[src/rtl/cntr_drv_pkg.sv]
// cntr_drv_pkg: shared state encoding and default width for the counter command driver.
package cntr_drv_pkg;
    localparam int CNTR_DRV_WIDTH_DEF = 8;
    typedef enum logic [1:0] {IDLE, LOAD, INC, CHECK} cntr_drv_state_t;
endpackage

[src/rtl/counter_shadow.sv]
// counter_shadow: expected-count register and sticky 4-state compare against the counter's q.
module counter_shadow
    import cntr_drv_pkg::*;
#(
    parameter int WIDTH = CNTR_DRV_WIDTH_DEF
) (
    input  logic             clk,
    input  logic             rst,
    input  logic             clr_i,
    input  logic             ld_i,
    input  logic             inc_i,
    input  logic             done_i,
    input  logic [WIDTH-1:0] val_i,
    input  logic [WIDTH-1:0] q_i,
    output logic             err_o
);
    logic [WIDTH-1:0] exp_q;
    logic             post_q;
    logic             err_q;
    logic             err_d;
    logic             chk;

    // The cycle right after LOAD is excluded from comparison.
    assign chk   = (inc_i | done_i) & ~post_q & (q_i !== exp_q);
    assign err_d = clr_i ? 1'b0 : (err_q | chk);
    assign err_o = err_q;

    always_ff @(posedge clk or posedge rst) begin
        if (rst) begin
            exp_q  <= '0;
            post_q <= 1'b0;
            err_q  <= 1'b0;
        end else begin
            post_q <= ld_i;
            exp_q  <= ld_i ? val_i : (inc_i ? exp_q + 1'b1 : exp_q);
            err_q  <= err_d;
        end
    end
endmodule

[src/rtl/counter_cmd_driver.sv]
// counter_cmd_driver: turns one "load V, increment K times" command into ld/inc cycles and reports the final q.
// Define CNTR_DRV_CHECK_EN to add the counter_shadow checker driving err; otherwise err is tied to 0.
module counter_cmd_driver
    import cntr_drv_pkg::*;
#(
    parameter int WIDTH = CNTR_DRV_WIDTH_DEF
) (
    input  logic             clk,
    input  logic             rst,
    input  logic             cmd_valid,
    output logic             cmd_ready,
    input  logic [WIDTH-1:0] cmd_load_val,
    input  logic [WIDTH-1:0] cmd_inc_cnt,
    output logic [WIDTH-1:0] data_in,
    output logic             ld,
    output logic             inc,
    input  logic [WIDTH-1:0] q,
    output logic             done,
    output logic [WIDTH-1:0] final_q,
    output logic             err
);
    cntr_drv_state_t  state_q;
    logic [WIDTH-1:0] rem_q;
    logic [WIDTH-1:0] data_in_q;
    logic [WIDTH-1:0] final_q_q;
    logic             ld_q;
    logic             inc_q;
    logic             done_q;
    logic             rdy_q;
    logic             acc;

    assign acc       = cmd_valid & rdy_q & (state_q == IDLE);
    assign cmd_ready = rdy_q;
    assign data_in   = data_in_q;
    assign ld        = ld_q;
    assign inc       = inc_q;
    assign done      = done_q;
    assign final_q   = final_q_q;

    always_ff @(posedge clk or posedge rst) begin
        if (rst) begin
            state_q   <= IDLE;
            rem_q     <= '0;
            data_in_q <= '0;
            final_q_q <= '0;
            ld_q      <= 1'b0;
            inc_q     <= 1'b0;
            done_q    <= 1'b0;
            rdy_q     <= 1'b0;
        end else begin
            done_q <= 1'b0;
            case (state_q)
                IDLE: begin
                    rdy_q <= ~acc;
                    if (acc) begin
                        state_q   <= LOAD;
                        ld_q      <= 1'b1;
                        data_in_q <= cmd_load_val;
                        rem_q     <= cmd_inc_cnt;
                    end
                end
                LOAD: begin
                    ld_q <= 1'b0;
                    if (rem_q != '0) begin
                        state_q <= INC;
                        inc_q   <= 1'b1;
                    end else begin
                        state_q <= CHECK;
                        done_q  <= 1'b1;
                    end
                end
                INC: begin
                    rem_q <= rem_q - 1'b1;
                    if (rem_q == WIDTH'(1)) begin
                        state_q <= CHECK;
                        inc_q   <= 1'b0;
                        done_q  <= 1'b1;
                    end
                end
                CHECK: begin
                    final_q_q <= q;
                    rdy_q     <= 1'b1;
                    state_q   <= IDLE;
                end
            endcase
        end
    end

`ifdef CNTR_DRV_CHECK_EN
    counter_shadow #(.WIDTH(WIDTH)) u_shadow (
        .clk    (clk),
        .rst    (rst),
        .clr_i  (acc),
        .ld_i   (ld_q),
        .inc_i  (inc_q),
        .done_i (done_q),
        .val_i  (data_in_q),
        .q_i    (q),
        .err_o  (err)
    );
`else
    assign err = 1'b0;
`endif
endmodule
[config.mk]
export PLATFORM = sky130hd
export DESIGN_NAME = counter_cmd_driver
export DESIGN_NICKNAME = d
export VERILOG_FILES = /design/src/rtl/cntr_drv_pkg.sv /design/src/rtl/counter_shadow.sv /design/src/rtl/counter_cmd_driver.sv
export SDC_FILE = /design/constraint.sdc
export NUM_CORES = 1
export LEC_CHECK = 0
export CAP_MARGIN = 15
export CORE_MARGIN = 3
export CORE_UTILIZATION = 47
export CTS_BUF_LIST = sky130_fd_sc_hd__clkbuf_2
export CTS_CLUSTER_SIZE = 25
export DETAILED_ROUTE_END_ITERATION = 10
export PLACE_DENSITY = 0.88
export SYNTH_ARGS = -nofsm -noshare
export SYNTH_HDL_FRONTEND = slang
export SYNTH_SLANG_ARGS = --single-unit
[constraint.sdc]
create_clock -name clk -period 2.1 [get_ports clk]
set_input_delay 0.42 -clock clk [delete_from_list [all_inputs] [get_ports clk]]
set_output_delay 0.42 -clock clk [all_outputs]
set_load 0.02 [all_outputs]
# Yosys cells after proc, flatten, opt, wreduce, memory -nomap -nowiden
# Index checks and enable logic that the tools add are counted.
[totals] register_bits=30 inputBits=27 elab_cells=45
[classes] add_sub_neg=1 eq_ne=7 n_mux=15 bitwise=3 n_reduce_logical=11
[ops] operator="case mux 8 bit (2 select lines)" n=1
[ops] operator="equality test 8 x 1 -> 1 bit (second input constant)" n=1
[ops] operator="two-way mux 8 bit" n=1
[ops] operator="case mux 1 bit (2 select lines)" n=4
[ops] operator="case mux 2 bit (4 select lines)" n=1
[ops] operator="AND reduction 2 bit" n=4
[ops] operator="nonzero test 2 bit" n=4
[ops] operator="nonzero test 8 bit" n=1
[ops] operator="subtractor 8 x 1 -> 8 bit (second input constant)" n=1
[ops] operator="two-way mux 1 bit" n=6
[ops] operator="inequality test 2 bit (second input constant)" n=3
[ops] operator="equality test 2 bit (second input constant)" n=2
[ops] operator="two-way mux 2 bit" n=2
[ops] operator="AND reduction 3 bit" n=1
[ops] operator="bitwise AND 1 bit" n=2
[ops] operator="equality test 2 x 1 -> 1 bit (second input constant)" n=1
[ops] operator="logical NOT 2 bit" n=1
[ops] operator="NOT 1 bit" n=1

# Logic depth before layout (Yosys ltp)
# Gate-level depths: netlist of the first run.
[depth] depth_word=4 ltp_mapped=7 mapped_depth_nobuf=6

# Least setup slack after synthesis of the first run
# OpenSTA, ideal clock, no wires.
[synth_timing] kind="flip-flop to flip-flop" from="register state_q[0]" to="register state_q[1]" setup_time_ns=0.128 arrival_time_ns=1.469 path_slack_ns=0.504 path_stages_with_launch=8 period_less_slack_ns=1.596 path_cell_list="dfrtp_1 -> inv_1 -> ha_1 -> buf_2 -> inv_1 -> a31oi_1 -> nor2_1 -> mux2_1"
[synth_between] elab_chain_cells=4 word_cells_on_any_way=9 classes_between="eq/ne (5); mux (1); bitwise (1); reduce/logical (2)"
[synth_rtl] item="start, declared" line_no="counter_cmd_driver.sv:22" rtl="cntr_drv_state_t state_q;"
[synth_rtl] item="start signal, assigned" line_no="counter_cmd_driver.sv:42" rtl="state_q <= IDLE;"
[synth_rtl] item="start signal, assigned" line_no="counter_cmd_driver.sv:56" rtl="state_q <= LOAD;"
[synth_rtl] item="start signal, assigned" line_no="counter_cmd_driver.sv:65" rtl="state_q <= INC;"
[synth_rtl] item="logical NOT 2 bit" line_no="counter_cmd_driver.sv:32, counter_cmd_driver.sv:52"
[synth_rtl] item="bitwise AND 1 bit" line_no="counter_cmd_driver.sv:32" rtl="assign acc = cmd_valid & rdy_q & (state_q == IDLE);"
[synth_rtl] item="inequality test 2 bit (no line)"
[synth_rtl] item="AND reduction 2 bit (no line)"
# Several ways; a longest one is shown, not always the timed one.
# A chain may end at the register's enable or synchronous reset.

# Final worst setup path of the first run
[layout_timing] from="register rdy_q (netlist: cmd_ready)" to="output port cmd_ready"
[layout_rtl] item="start, declared" line_no="counter_cmd_driver.sv:29" rtl="logic rdy_q;"
[layout_rtl] item="start signal, assigned" line_no="counter_cmd_driver.sv:54" rtl="rdy_q <= ~acc;"
[layout_rtl] item="end, declared" line_no="counter_cmd_driver.sv:11" rtl="output logic cmd_ready,"
# No word-level cell between the ends.

==> impl_metrics.yaml, run 1 <==
cells_and_area:
  drive_above_1_share: 0.155
  fin_util: 0.715
  seqCellArea_sq_um: 751
  fillers: 230
  area_growth_pct: 38.1
  diodes: 0
  multi_input_area_sq_um: 691
  nets: 222
drt:
  wl_per_cell_um: 15.3
  drt_first_pass_iters: 4
  drc: 0
  first_iter_violations: 55
  via_count: 1233
  viasPerCell: 5.38
  finalWirelength_um: 3510
  ant_nets: 0
die:
  rows: 19
  die_w_um: 62.5
  fp.dieH_um: 62.5
  start_util: 0.518
  core-area_sq_um: 2900
  die_area_sq_um: 3910
  io-pin-count: 48
cts:
  clock_latency_ns: 0.37
  tritoncts: "yes"
  clock-sinks: 30
  hold_buffers: 0
  cts_buffer_depth: 2
  h-tree-depth: 2
  cts_resized: 0
  cts_buffers: 5
  root_buffer: "clkbuf_2"
  post-cts-setup-buffer-count: 0
  clk_pin_slew_worst_paths_ns: 0.16
critical_path:
  cp_max_fo: 5
  crit_slowest_cell: "clkdlybuf4s50_1"
  worst-path-stages: 1
  cp.required_ns: 1.68
  reg2reg_depth: 4
  reg2reg_from: "rem_q[4]"
  worst_setup_path_start_kind: "register"
  cp_top_family: "buffers and inverters"
  cp-end-kind: "output pin"
  slowest_delay_ns: 0.65
  rrSetupSlack_ns: 0.44
  critPathArrivalTime_ns: 1.46
  crit_end: "cmd_ready"
  path_cells: "clkdlybuf4s50_1"
  path_buf_inv: 1
  crit_type: "register to output pin"
  critPathLaunch: "cmd_ready"
  rr_endpoint: "state_q[1]"
timing:
  rsz0062_at_grt: "false"
  holdWs_ns: 0.407
  fmax_mhz: 531
  setup_viol: 0
  drv_slew: 0
  final_hold_viol_count: 0
  min_period_ns: 1.88
  period_share: 0.896
  final.setup.tns_ns: 0
  clock_skew_ns: 0.0305
  worst_slack_ns: 0.218
outcome:
  status: "completed"
yosys:
  ys_ff_latch: 30
  synthArstFlopShare: 1.00
  ys_types: 36
  syn-num-nets: 171
  synth_area_leaders: "dfrtp_1 (50%), mux2_2 (12%), ha_1 (6.7%)"
  synth_largest_area_cell: "dfrtp_1"
  yosysMostFrequentCell: "dfrtp_1"
  synth_edf_count: 0
  avgSynthCellArea_sq_um: 11.0
  yosys.area.top_type_share: 0.500
  ys_top_cells_by_count: "dfrtp_1 (30), mux2_2 (16), a21oi_1 (11), nor2_1 (10)"
  synth_cells: 136
  ys_seq_area_frac: 0.500
  syn_area_sq_um: 1500
  synth-main-ff-cell: "dfrtp_1"
  yosys_warnings: 0
placement:
  io_buffers: 46
  dp_hpwl_um: 2620
  place_ws_ns: 0.280
  gp_congestion: 0.773
pwr:
  comb_power_share: 0.537
  p_seq_frac: 0.342
  switchingPower_w: 0.00129
  clkPwrFrac: 0.122
  total_power_w: 0.00317
  ir_drop_mv: 0.990
  p_sw_frac: 0.407
  leakage_nw: 0.865
  powerDensity_nw_per_um2: 1530
  intPower_w: 0.00188
global_routing:
  grt_use_total: 0.196
  overflow: 0
  grt_start_max_net_pins: 31
  antenna_found_initial: 0
  grt_pass1_vias: 1317
  grt_pass1_wl_um: 6000
run:
  drv_cap: 0
hold_path:
  hold_class: "input port to asynchronous set/reset pin"
placed cells by master (no fill, tap or decap), drive strengths merged, types with 2 or more instances in the layout:
cell type and instances:
o22ai 2, ha 8, a2bb2oi 2, dfrtp 30, mux2 17, a21oi 11, o22a 3, nand2 6
inv 8, a31oi 3, buf 4, nor4 2, nor2 11, nor3 2, nand3 5, clkbuf 5
clkdlybuf4s50 46, and3 2, o21ai 6
flip-flops by register name, summed over array words and instances (netlist names):
name	count
data_in	8
final_q	8
rem_q	8
state_q	2
cmd_ready	1
done	1
inc	1
ld	1
metrics by stage:
stage                     area (sq um)  instances
after CTS                         2070        229
final                             2070        229
after floorplan                   1500        136
after global placement            2010        222
after detailed placement          2010        222
after global routing              2070        229
metal layers:
layer  track usage  vias to the layer above  routed length (um)
met3        0.0953                        9                 293
met1         0.200                      593                1390
met4        0.0744                        0                  87
li1              -                      584                   -
met2         0.342                       47                1740
met5             0                        -                   0
power by group through the flow:
| stage | logic [W] | registers [W] | clock network, W |
|---|---|---|---|
| after floorplan | 0.000863 | 0.00127 | 0 |
| after global placement | 0.00163 | 0.00107 | 0 |
| after detailed placement | 0.00169 | 0.00109 | 0 |
| after CTS | 0.00172 | 0.00108 | 0.000396 |
| after global routing | 0.00186 | 0.00112 | 0.000417 |
| final | 0.00170 | 0.00108 | 0.000385 |
kinds of logic after synthesis:
kind of cell,count (synthesis),share of synthesized area
AO/OA/AOI/OAI,32,0.133
adder cells (fa/ha/maj),8,0.0667
buffers and inverters,14,0.0400
flip-flops,30,0.500
multiplexers,18,0.134
other,1,0.00250
AND/OR/NAND/NOR,33,0.124
worst min path at each step:
| stage | cells past startpoint | start | to | slack, ns |
|---|---|---|---|---|
| final | 3 | rst | data_in[0] | 0.41 |
| after floorplan | 1 | rst | cmd_ready | 0.51 |
| after global routing | 3 | rst | cmd_ready | 0.43 |
| after detailed placement | 1 | data_in[3] | data_in[3] | 0.50 |
| after CTS | 3 | rst | data_in[0] | 0.39 |
| after global placement | 1 | final_q[4] | final_q[4] | 0.49 |
final cells by class:
type / count / area share
well taps: 42 / 0.0253
clock inverters: 2 / 0.0163
multi-input cells: 92 / 0.333
flip-flops and latches: 30 / 0.362
repair buffers: 50 / 0.237
inverters: 8 / 0.0145
clock buffers: 5 / 0.0121
No activity file was read; power rests on OpenSTA's default activity.
==> run 2, diff against run 1 <==
--- a/config.mk
+++ b/config.mk
@@ -6,12 +6,11 @@
 export NUM_CORES = 1
 export LEC_CHECK = 0
 export CAP_MARGIN = 15
-export CORE_MARGIN = 3
-export CORE_UTILIZATION = 47
+export CORE_UTILIZATION = 35
 export CTS_BUF_LIST = sky130_fd_sc_hd__clkbuf_2
 export CTS_CLUSTER_SIZE = 25
 export DETAILED_ROUTE_END_ITERATION = 10
-export PLACE_DENSITY = 0.88
+export PLACE_DENSITY = 0.7
 export SYNTH_ARGS = -nofsm -noshare
 export SYNTH_HDL_FRONTEND = slang
 export SYNTH_SLANG_ARGS = --single-unit
==> run 2 against run 1 <==
  * Register-to-register slack is essentially flat
  * Non-clock buffer count is the same
  * Clock power shrank 32%
  * Critical path depth is the same
  * Sequential power is essentially flat
  * Clock skew shrank 0.022 ns
  * Critical path type unchanged
  * Largest cell class unchanged
  * Largest power group unchanged
==> impl_metrics.yaml, run 2 (synthesis results as in run 1) <==
outcome:
  status: "completed"
cells_and_area:
  layout_common_cells: "clkdlybuf4s50_1 (46), dfrtp_1 (30), mux2_2 (16)"
  diodes: 0
  layout_commonest_cell: "clkdlybuf4s50_1"
  drive_above_1_share: 0.149
  area_growth_pct: 37.3
  fin_area_sq_um: 2060
  nets: 222
  fillers: 350
critical_path:
  path_cells: "clkdlybuf4s50_1"
  path_buf_inv: 1
  cp-end-kind: "output pin"
  cp.required_ns: 1.68
  critPathArrivalTime_ns: 1.41
  crit_type: "register to output pin"
  crit_slowest_cell: "clkdlybuf4s50_1"
  slowest_delay_ns: 0.63
  cp_max_fo: 5
  cp_top_family: "buffers and inverters"
  worst_setup_path_start_kind: "register"
global_routing:
  grt_pass1_vias: 1243
  grt_use_total: 0.169
  antenna_found_initial: 0
  grt_start_max_net_pins: 31
  overflow: 0
  grt_pass1_wl_um: 5530
die:
  io-pin-count: 48
  rows: 23
  core-area_sq_um: 4060
  die_w_um: 67.5
  fp.dieH_um: 67.5
  start_util: 0.370
  die_area_sq_um: 4560
cts:
  clk_pin_slew_worst_paths_ns: 0.15
  h-tree-depth: 2
  cts_resized: 0
  tritoncts: "yes"
  root_buffer: "clkbuf_2"
  clock-sinks: 30
  cts_buffers: 5
  cts_buffer_depth: 2
  post-cts-setup-buffer-count: 0
  hold_buffers: 0
  clock_latency_ns: 0.36
drt:
  drc: 0
  first_iter_violations: 39
  ant_nets: 0
  wl_per_cell_um: 13.7
  viasPerCell: 5.12
  drt_first_pass_iters: 4
  finalWirelength_um: 3260
  via_count: 1219
hold_path:
  hold_class: "input port to asynchronous set/reset pin"
timing:
  drv_slew: 0
  min_period_ns: 1.83
  final.setup.tns_ns: 0
  rsz0062_at_grt: "false"
  setup_viol: 0
  clock_skew_ns: 0.00811
  fmax_mhz: 545
  final_hold_viol_count: 0
  period_share: 0.874
pwr:
  leakage_nw: 0.854
  ir_drop_mv: 0.752
  powerDensity_nw_per_um2: 1460
run:
  drv_cap: 0
placement:
  dp_hpwl_um: 2400
  place_area_sq_um: 2020
  io_buffers: 46
  gp_congestion: 0.823
==> run 2: tightest hold or removal path, cell delays in order <==
cell	delay, ns
clkdlybuf4s50_1	0.40
inv_1	0.05
buf_4	0.34
==> run 2: path summary, 6_finish.rpt <==
path | start | to | slack, ns | cells after the start
setup reg to reg | state_q[0] | data_in[3] | 0.44 | 5
setup / recovery | cmd_ready | cmd_ready | 0.27 | 1
hold reg to reg | final_q[5] | final_q[5] | 0.52 | 1
max in group asynchronous | rst | data_in[5] | 1.40 | 3
min in group clk | final_q[5] | final_q[5] | 0.52 | 1
hold / removal | rst | rem_q[0] | 0.42 | 3
==> run 2: layout make-up <==
cell class / instances / area (sq um) / share of cell area
clock inverters: 3 / 11.3 / 0.00546
inverters: 8 / 30.0 / 0.0146
flip-flops and latches: 30 / 751 / 0.364
repair buffers: 50 / 490 / 0.238
clock buffers: 5 / 25.0 / 0.0121
well taps: 50 / 62.6 / 0.0304
multi-input cells: 92 / 691 / 0.335
==> run 2: per-layer routing <==
layer / vias up / GRT usage / routed length, um
met5: - / 0 / 0
met4: 0 / 0.117 / 76
met3: 6 / 0.0524 / 203
met2: 42 / 0.261 / 1580
met1: 586 / 0.198 / 1410
li1: 585 / - / -
==> run 2: report_power, final <==
group          switching, W  internal [W]
combinational      0.000831      0.000835
clock              0.000192     0.0000709
sequential         0.000231      0.000850
total               0.00125       0.00176
==> run 2: stage by stage <==
step	worst slack, ns	instances	utilization	power (W)	hold slack, ns
2_1_floorplan	0.504	136	-	0.00213	0.510
3_3_place_gp	0.357	230	0.499	0.00271	0.492
3_5_place_dp	0.317	230	0.499	0.00276	0.496
4_1_cts	0.228	238	0.508	0.00305	0.408
5_1_grt	0.203	238	0.508	0.00323	0.433
6_report	0.265	238	0.508	0.00301	0.424
